[config.mk]
export PLATFORM = sky130hd
export DESIGN_NAME = matrix_elemwise_stream
export DESIGN_NICKNAME = d
export VERILOG_FILES = /design/src/rtl/matrix_pkg.sv /design/src/rtl/elem_alu.sv /design/src/rtl/matrix_elemwise_stream.sv
export SDC_FILE = /design/constraint.sdc
export NUM_CORES = 1
export LEC_CHECK = 0
export ABC_CLOCK_PERIOD_IN_PS = 18450
export CORE_UTILIZATION = 25
export DETAILED_ROUTE_END_ITERATION = 7
export SLEW_MARGIN = 40
export SYNTH_ARGS = -nofsm -noshare
export SYNTH_HDL_FRONTEND = slang
export SYNTH_SLANG_ARGS = --single-unit
[constraint.sdc]
create_clock -name clk -period 18.45 [get_ports clk]
set_clock_uncertainty 0.15 [all_clocks]
set_input_delay 4.6125 -clock clk [delete_from_list [all_inputs] [get_ports clk]]
set_output_delay 4.6125 -clock clk [all_outputs]
set_load 0.03 [all_outputs]
[src/rtl/matrix_pkg.sv]
// Shared encodings for the element-wise matrix streamer.
// Holds the operation modes, FSM state encodings and the default maximum dimension.
// Imported by the top module and by the arithmetic sub-module.
package matrix_pkg;

  localparam int MAX_DIM_DEFAULT = 5;

  typedef enum logic [1:0] {
    MODE_ADD  = 2'd0,
    MODE_SUB  = 2'd1,
    MODE_MUL  = 2'd2,
    MODE_RSVD = 2'd3
  } mode_e;

  typedef enum logic [2:0] {
    IDLE    = 3'd0,
    CHECK   = 3'd1,
    COMPUTE = 3'd2,
    EMIT    = 3'd3,
    FINISH  = 3'd4
  } state_e;

endpackage

[src/rtl/elem_alu.sv]
// Element ALU: A+B, A-B or A*scalar at full precision, then reduced to RES_WIDTH.
// Latency: combinational. Backpressure: none, the caller registers the result.
// MATRIX_ELEMWISE_SAT_EN selects clamping; otherwise the low RES_WIDTH bits are kept.
module elem_alu
  import matrix_pkg::*;
#(
  parameter int ELEM_WIDTH = 8,
  parameter int RES_WIDTH  = 16
) (
  input  logic [ELEM_WIDTH-1:0] a,
  input  logic [ELEM_WIDTH-1:0] b,
  input  logic [ELEM_WIDTH-1:0] scalar,
  input  mode_e                 mode,
  output logic [RES_WIDTH-1:0]  res
);

  localparam int FW = 2*ELEM_WIDTH + 1;

  logic signed [FW-1:0] a_x;
  logic signed [FW-1:0] b_x;
  logic signed [FW-1:0] s_x;
  logic signed [FW-1:0] full;

  // Operands are unsigned, so zero-extend into the signed full-precision domain.
  assign a_x = {{(ELEM_WIDTH+1){1'b0}}, a};
  assign b_x = {{(ELEM_WIDTH+1){1'b0}}, b};
  assign s_x = {{(ELEM_WIDTH+1){1'b0}}, scalar};

  // Full-precision result; the product of two unsigned elements always fits in FW bits.
  always_comb begin
    full = '0;
    case (mode)
      MODE_ADD: full = a_x + b_x;
      MODE_SUB: full = a_x - b_x;
      MODE_MUL: full = a_x * s_x;
      default:  full = '0;
    endcase
  end

`ifdef MATRIX_ELEMWISE_SAT_EN
  localparam logic signed [FW-1:0] RMAX = {{(FW-RES_WIDTH+1){1'b0}}, {(RES_WIDTH-1){1'b1}}};
  localparam logic signed [FW-1:0] RMIN = {{(FW-RES_WIDTH+1){1'b1}}, {(RES_WIDTH-1){1'b0}}};

  // Clamp to the representable signed RES_WIDTH range.
  always_comb begin
    if (full > RMAX) begin
      res = RMAX[RES_WIDTH-1:0];
    end else if (full < RMIN) begin
      res = RMIN[RES_WIDTH-1:0];
    end else begin
      res = full[RES_WIDTH-1:0];
    end
  end
`else
  logic unused_full;
  assign unused_full = ^full;

  // Wrap: keep the low RES_WIDTH bits.
  always_comb begin
    res = full[RES_WIDTH-1:0];
  end
`endif

endmodule

[src/rtl/matrix_elemwise_stream.sv]
// Streams an element-wise matrix op (A+B, A-B, A*scalar) one element at a time, row-major.
// Latency: start to first out_valid 3 cycles; at most one element per 2 cycles.
// Backpressure: out_valid/out_data held stable until out_ready; abort cancels at any point.
// Saturation is compiled in with MATRIX_ELEMWISE_SAT_EN (wrap otherwise).
module matrix_elemwise_stream
  import matrix_pkg::*;
#(
  parameter int ELEM_WIDTH = 8,
  parameter int MAX_DIM    = MAX_DIM_DEFAULT,
  parameter int RES_WIDTH  = 16
) (
  input  logic                                  clk,
  input  logic                                  rst,
  input  logic                                  start,
  input  logic                                  abort,
  input  logic [1:0]                            mode,
  input  logic [3:0]                            m,
  input  logic [3:0]                            n,
  input  logic [ELEM_WIDTH-1:0]                 scalar,
  input  logic [MAX_DIM*MAX_DIM*ELEM_WIDTH-1:0] in_a,
  input  logic [MAX_DIM*MAX_DIM*ELEM_WIDTH-1:0] in_b,
  input  logic                                  out_ready,
  output logic                                  out_valid,
  output logic [RES_WIDTH-1:0]                  out_data,
  output logic                                  out_eol,
  output logic                                  out_last,
  output logic                                  busy,
  output logic                                  done,
  output logic                                  err
);

  localparam int MW = MAX_DIM*MAX_DIM*ELEM_WIDTH;
  localparam int IW = $clog2(MAX_DIM*MAX_DIM + 1);

  state_e                state;
  mode_e                 mode_q;
  logic [3:0]            m_q;
  logic [3:0]            n_q;
  logic [ELEM_WIDTH-1:0] scalar_q;
  logic [MW-1:0]         in_a_q;
  logic [MW-1:0]         in_b_q;
  logic [3:0]            i;
  logic [3:0]            j;
  logic [IW-1:0]         idx;
  logic [ELEM_WIDTH-1:0] a_sel;
  logic [ELEM_WIDTH-1:0] b_sel;
  logic [RES_WIDTH-1:0]  res;
  logic                  dim_err;

  // Linear row-major index kept alongside (i,j) so element selection needs no multiply by n.
  always_comb begin
    a_sel = in_a_q[int'(idx)*ELEM_WIDTH +: ELEM_WIDTH];
    b_sel = in_b_q[int'(idx)*ELEM_WIDTH +: ELEM_WIDTH];
  end

  // Operation is rejected for empty or oversize dimensions and for the reserved mode.
  always_comb begin
    dim_err = (m_q == 4'd0) || (n_q == 4'd0) ||
              (int'(m_q) > MAX_DIM) || (int'(n_q) > MAX_DIM) ||
              (mode_q == MODE_RSVD);
  end

  elem_alu #(
    .ELEM_WIDTH (ELEM_WIDTH),
    .RES_WIDTH  (RES_WIDTH)
  ) u_alu (
    .a      (a_sel),
    .b      (b_sel),
    .scalar (scalar_q),
    .mode   (mode_q),
    .res    (res)
  );

  // Control FSM with registered outputs; abort outranks every other transition.
  always_ff @(posedge clk or posedge rst) begin
    if (rst) begin
      state     <= IDLE;
      mode_q    <= MODE_ADD;
      m_q       <= '0;
      n_q       <= '0;
      scalar_q  <= '0;
      in_a_q    <= '0;
      in_b_q    <= '0;
      i         <= '0;
      j         <= '0;
      idx       <= '0;
      out_valid <= 1'b0;
      out_data  <= '0;
      out_eol   <= 1'b0;
      out_last  <= 1'b0;
      busy      <= 1'b0;
      done      <= 1'b0;
      err       <= 1'b0;
    end else begin
      done <= 1'b0;
      if (abort && (state != IDLE)) begin
        state     <= IDLE;
        out_valid <= 1'b0;
        busy      <= 1'b0;
      end else begin
        case (state)
          IDLE: begin
            if (start) begin
              mode_q   <= mode_e'(mode);
              m_q      <= m;
              n_q      <= n;
              scalar_q <= scalar;
              in_a_q   <= in_a;
              in_b_q   <= in_b;
              i        <= '0;
              j        <= '0;
              idx      <= '0;
              busy     <= 1'b1;
              err      <= 1'b0;
              state    <= CHECK;
            end
          end
          CHECK: begin
            if (dim_err) begin
              err   <= 1'b1;
              done  <= 1'b1;
              state <= FINISH;
            end else begin
              state <= COMPUTE;
            end
          end
          COMPUTE: begin
            out_data  <= res;
            out_eol   <= (j == n_q - 4'd1);
            out_last  <= (j == n_q - 4'd1) && (i == m_q - 4'd1);
            out_valid <= 1'b1;
            state     <= EMIT;
          end
          EMIT: begin
            if (out_ready) begin
              out_valid <= 1'b0;
              if (out_last) begin
                done  <= 1'b1;
                state <= FINISH;
              end else begin
                if (out_eol) begin
                  j <= '0;
                  i <= i + 4'd1;
                end else begin
                  j <= j + 4'd1;
                end
                idx   <= idx + 1'b1;
                state <= COMPUTE;
              end
            end
          end
          FINISH: begin
            busy  <= 1'b0;
            state <= IDLE;
          end
          default: state <= IDLE;
        endcase
      end
    end
  end

endmodule

Yosys cells after proc, flatten, opt, wreduce, memory -nomap -nowiden
Index checks and enable logic that the tools add are counted.
{ "totals": {"register_bits": 456, "input_bits": 423, "output_inout_bits": 22} }
{ "op_classes": {"n_addsub": 7, "n_mul": 1, "magnitude_cmp": 2, "n_eq_ne": 16, "n_shift": 2, "muxes": 34, "n_bitwise": 1, "reduce_logical": 23} }
{ "op_table": {"columns": ["operator", "n"], "rows": [
  ["$shiftx A200 B9 Y8", 2],
  ["$pmux W16 S3", 1],
  ["$mux W4", 7],
  ["$mul A8 B8 Y16", 1],
  ["$pmux W4 S2", 2],
  ["$mux W3", 5],
  ["$mux W5", 3],
  ["$pmux W3 S4", 1],
  ["$mux W1", 10],
  ["$ne A2 B2 Y1 const B", 5],
  ["$pmux W5 S2", 1],
  ["$add A8 B8 Y9", 1],
  ["$reduce_bool A3 Y1", 3],
  ["$sub A8 B8 Y9", 1],
  ["$add A4 B1 Y4 const B", 2],
  ["$eq A4 B4 Y1", 2],
  ["$gt A4 B3 Y1 const B", 2],
  ["$logic_not A4 Y1", 2],
  ["$pmux W1 S2", 4],
  ["$reduce_and A2 Y1", 4],
  ["$sub A4 B1 Y4 const B", 2],
  ["$eq A3 B2 Y1 const B", 2],
  ["$ne A3 B3 Y1 const B", 2],
  ["$reduce_and A6 Y1", 1],
  ["other kinds (14)", 20]
]} }

Longest topological paths before layout
{ "logic_depth": {"depth_word": 8, "depth_mapped": 23, "depth_no_buf": 20} }

By module
Synthesis repeated with hierarchy kept, for this count alone.
{ "hier_totals": {"hier_cells": 2578, "area_unflattened_um2": 23521.3} }
{ "by_module_without_submodules": {"columns": ["mod", "instances", "cells_each", "area_each_um2"], "rows": [
  ["matrix_elemwise_stream", 1, 2213, 20591.0],
  ["elem_alu", 1, 365, 2930.3]
]} }

Worst setup path before layout
Ideal clock, no wire load.
{ "synth_path": {"kind": "input port to flip-flop", "start": "input port abort", "end": "register out_data[15]", "setup_time_ns": 0.116, "arrival_ns": 6.170, "required_time_ns": 18.184, "setup_slack_ns": 12.015, "stages": 8, "n_path_buf": 2, "path_cell_list": "clkbuf_1 or4b_2 buf_2 nor2_1 nand3b_1 nor3_1 a21oi_1 o311ai_0"} }
{ "synth_between": {"elab_chain_len": 3} }
{ "synth_rtl": {"columns": ["element", "line_no", "text"], "rows": [
  ["from (decl)", "matrix_elemwise_stream.sv:15", "input logic abort,"],
  ["$logic_and A1 B1 Y1", "matrix_elemwise_stream.sv:96", "if (abort && (state != IDLE)) begin"],
  ["$not A1 Y1 (no source line)", null, null],
  ["$reduce_and A2 Y1 (no source line)", null, null],
  ["to (signal assigned)", "matrix_elemwise_stream.sv:128", "out_data <= res;"],
  ["to (decl)", "matrix_elemwise_stream.sv:24", "output logic [RES_WIDTH-1:0] out_data,"]
]} }
No other way between the ends.
A chain may end at the register's enable or synchronous reset.

Worst setup path in the final report
{ "layout_path": {"start": "register idx[0]", "end": "register out_data[15]"} }
{ "layout_between": {"elab_chain_len": 3} }
{ "layout_rtl": {"columns": ["element", "line_no", "text"], "rows": [
  ["from (decl)", "matrix_elemwise_stream.sv:44", "logic [IW-1:0] idx;"],
  ["from (signal assigned)", "matrix_elemwise_stream.sv:147", "idx <= idx + 1'b1;"],
  ["$shiftx A200 B9 Y8, on equally long branches", "matrix_elemwise_stream.sv:52, matrix_elemwise_stream.sv:53", null],
  ["$mul A8 B8 Y16 or $sub A8 B8 Y9 (tied branches)", "elem_alu.sv:35, elem_alu.sv:34", null],
  ["$pmux W16 S3 *", "elem_alu.sv:32", "case (mode)"]
]} }
Mark *: on every way between the ends. The rest lies on a longest branch, timed or not.

==> results_dict.tcl <==
set metrics [dict create \
    setup_viol 0 \
    pin_count 445 \
    synth_seq_cells 456 \
    drt_pass1_iterations 4 \
    grt_pass1_vias 17330 \
    cts_inserted_buffers 53 \
    critPathSlowestCell "buf_4" \
    num_rows 112 \
    static-leakage-power_nw 12.35 \
    yosys_most_used_dff "dfrtp_1" \
    die_x_um 308.8 \
    timing.final.crit_share_pct 40.26 \
    cap_violations 0 \
    grtUsageTotal_pct 14.78 \
    min-delay-start "in_b_q[53]" \
    multi_input_area_um2 11360 \
    synthesis.nets 2221 \
    setup_slack_ps 11020 \
    worstPathCellList "buf_4, buf_4, mux4_2, mux2i_1, a221oi_4, and2_1, fa_1, inv_1, fa_1, inv_1, fa_1, inv_1, fa_1, inv_1, ha_1, o21ai_0, o21ai_0, a31oi_1, o21ai_0, xnor2_1, o311ai_0" \
    synth_edf_count 0 \
    place_ws_ps 10200 \
    critPathArrivalTime_ps 7770 \
    num-fill-cells 9186 \
    fmax_mhz 134.6 \
    syn_inst 1701 \
    report.final.hold_viol_count 0 \
    critPathTopFamily "adder cells" \
    register_area_um2 11420 \
    cts_root_buffer "clkbuf_16" \
    tightest_slew_ps 819.7 \
    intPower_mw 3.514 \
    post_cts_buffers 0 \
    power_frac_comb_pct 50.0 \
    synth-simple-area-share_pct 4.997 \
    path_class "flop to flop" \
    max_slew_margin_pct 45.35 \
    startpoint_type "flop" \
    async_flop_share_pct 100.0 \
    max_stage_delay_ps 610 \
    crit_buf_inv 6 \
    initial_core_util_pct 25.22 \
    synthAdderAreaFrac_pct 6.368 \
    dpl.hpwl_mm 52.24 \
    syn-mean-instance-area_um2 13.84 \
    yosys.area_share.xor_xnor_pct 1.228 \
    clk_pin_slew_ps 60 \
    antenna_found_initial 30 \
    reg2reg_from "idx[0]" \
    cts_buffer_depth 3 \
    holdPathEnd "in_b_q[53]" \
    cts_tree "done" \
    io_buffers 444 \
    die_h_um 308.8 \
    drt_wl_total_mm 69.82 \
    viasPerCell 4.487 \
    synth_top_area_share_pct 48.48 \
    r2r-end "out_data[15]" \
    rsz0062_at_grt "false" \
    grt_max_degree 103 \
    area.growth.synth_to_final_pct 32.63 \
    cp_max_fo 30 \
    grt-ovfl-total 0 \
    ys_types 60 \
    numClockSinks 456 \
    gp_congestion 0.8092 \
    drive_gt1_share_pct 29.95 \
    dr.first_iter.drc_count 678 \
    synth-compound-area-share_pct 4.226 \
    crit_path_end_kind "flop" \
    power_switching_mw 2.114 \
    drc 0 \
    whs_path_depth 1 \
    fin_nets 2646 \
    synth_top_family_by_area "multiplexers" \
    hold_class "flop to flop" \
    clk_latency_ps 620 \
    wl_per_cell_um 20.33 \
    ir_worst_vdd_uv 234.2 \
    antenna_left 0 \
    grt_pass1_wl_mm 106.5 \
    slew_viol_final 0 \
    dieArea_um2 95380 \
    required_ps 18790 \
    vias 15410 \
    ys_seq_area_share_pct 48.48 \
    core-area_um2 93330 \
    h-tree-depth 2 \
    tns_ps 0 \
    swShare_pct 37.56 \
    post_cts_resized 0 \
    pwr-share-clk_pct 19.4 \
    status "finished, final reports clean" \
    synth.area.mux_share_pct 31.21 \
    seq_power_share_pct 30.6 \
    period_minus_slack_ps 7428 \
    r2r.worst_path.cells 21 \
    synth_top_area_cell "dfrtp_1" \
    syn_area_um2 23540 \
    synth_area_leaders "dfrtp_1, mux2_2, mux4_2" \
    holdBufCountCts 0 \
    power_density_nw_per_um2 180.3 \
    synth-warning-count 0 \
    rrSetupSlack_ps 11020 \
]
[cells by family (layout without fill, tap and decap cells)]
kind of cell,Yosys count,after routing
simple gates,226,226
compound gates,145,145
xor+xnor,33,33
buf+inv,184,650
other cells,0,14
fa+ha+maj,97,97
flops,456,456
mux,560,560
[power by group through the flow]
stage / clock (mW) / combinational (mW) / sequential, mW
6_report: 1.09 / 2.82 / 1.72
3_5_place_dp: 0 / 2.83 / 1.74
3_3_place_gp: 0 / 2.77 / 1.71
2_1_floorplan: 0 / 2.15 / 1.65
5_1_grt: 1.17 / 3.18 / 1.79
4_1_cts: 1.13 / 2.86 / 1.73
[cells in the final DEF, fill, tap and decap left out, types with 5 or more instances in the layout]
| cell type | Yosys | routed |
|---|---|---|
| a211oi_1 | 5 | 5 |
| a21o_1 | 7 | 7 |
| a21oi_1 | 39 | 39 |
| a22oi_1 | 5 | 5 |
| a31oi_1 | 5 | 5 |
| and2_1 | 52 | 52 |
| buf_4 | 6 | 11 |
| buf_6 | 5 | 6 |
| bufinv_16 | 0 | 7 |
| clkbuf_1 | 26 | 12 |
| clkbuf_16 | 0 | 54 |
| clkdlybuf4s50_1 | 0 | 444 |
| clkinv_2 | 0 | 10 |
| clkinvlp_4 | 0 | 6 |
| dfrtp_1 | 456 | 451 |
| diode_2 | 0 | 14 |
| fa_1 | 38 | 38 |
| ha_1 | 59 | 59 |
| inv_1 | 88 | 87 |
| mux2_2 | 421 | 421 |
| mux2i_1 | 42 | 42 |
| mux4_2 | 97 | 97 |
| nand2_1 | 75 | 75 |
| nand3_1 | 9 | 9 |
| nand4_1 | 7 | 7 |
| nor2_1 | 35 | 34 |
| nor3_1 | 14 | 14 |
| o211a_1 | 6 | 6 |
| o21a_1 | 8 | 8 |
| o21ai_0 | 35 | 34 |
| o311ai_0 | 6 | 6 |
| xnor2_1 | 20 | 20 |
| xor2_1 | 13 | 13 |
[through the flow]
| step | util (%) | hold slack (ps) | instance area, µm² | total power [mW] | instances |
|---|---|---|---|---|---|
| final | 33.45 | 348.4 | 31220 | 5.628 | 3435 |
| after global routing | 33.44 | 366.0 | 31210 | 6.142 | 3433 |
| after floorplan | - | 325.1 | 23540 | 3.804 | 1701 |
| after detailed placement | 31.48 | 341.8 | 29380 | 4.578 | 3325 |
| after CTS | 33.40 | 354.6 | 31170 | 5.720 | 3421 |
| after global placement | 31.35 | 333.3 | 29260 | 4.474 | 3322 |
[area by class of cell]
class	count	area share (%)
clock inverters	27	1.150
multi-input cells	1061	36.39
repair buffers	466	15.04
inverters	88	1.082
clock buffers	69	4.605
well taps	1254	5.026
diodes	14	0.1122
flip-flops and latches	456	36.60
[metal layers]
metal  vias up  global-route usage, %  part of all wire [%]
li1       7003                      -                     -
met1      7873                  17.30                    40
met2       372                  25.47                    50
met3       130                  4.385                   6.5
met4        34                  5.446                   2.8
met5         -                      0                  0.33
[registers in the layout, indices dropped and copies added, names as in the netlist]
register   count
in_b_q       200
busy           1
j              4
i              4
err            1
m_q            4
state          3
out_data      16
done           1
scalar_q       8
mode_q         2
n_q            4
idx            5
out_last       1
out_eol        1
in_a_q       200
out_valid      1
[cells in the mapped netlist, drive strengths merged (5+ instances only)]
library cell    n
a211oi          5
a21o            7
a21oi          39
a221oi          6
a22oi           5
a31oi           5
and2           52
buf            69
clkbuf         27
dfrtp         456
fa             38
ha             59
inv            88
mux2          421
mux2i          42
mux4           97
nand2          75
nand3           9
nand4           7
nor2           35
nor3           14
nor4b           7
o211a           6
o21a            9
o21ai          35
o311ai          6
xnor2          20
xor2           13
[worst max path at each step]
stage                     startpoint      endpoint  slack (ps)  cells past startpoint
final                         idx[0]  out_data[15]       11020                     21
after global routing          idx[0]  out_data[15]       10450                     21
after CTS                     idx[0]  out_data[15]       10770                     21
after detailed placement       start   in_a_q[180]       10200                      6
after global placement         start    in_a_q[82]        9820                      6
after floorplan                  rst          busy         980                      1
Power figures use the tool's default switching activity.
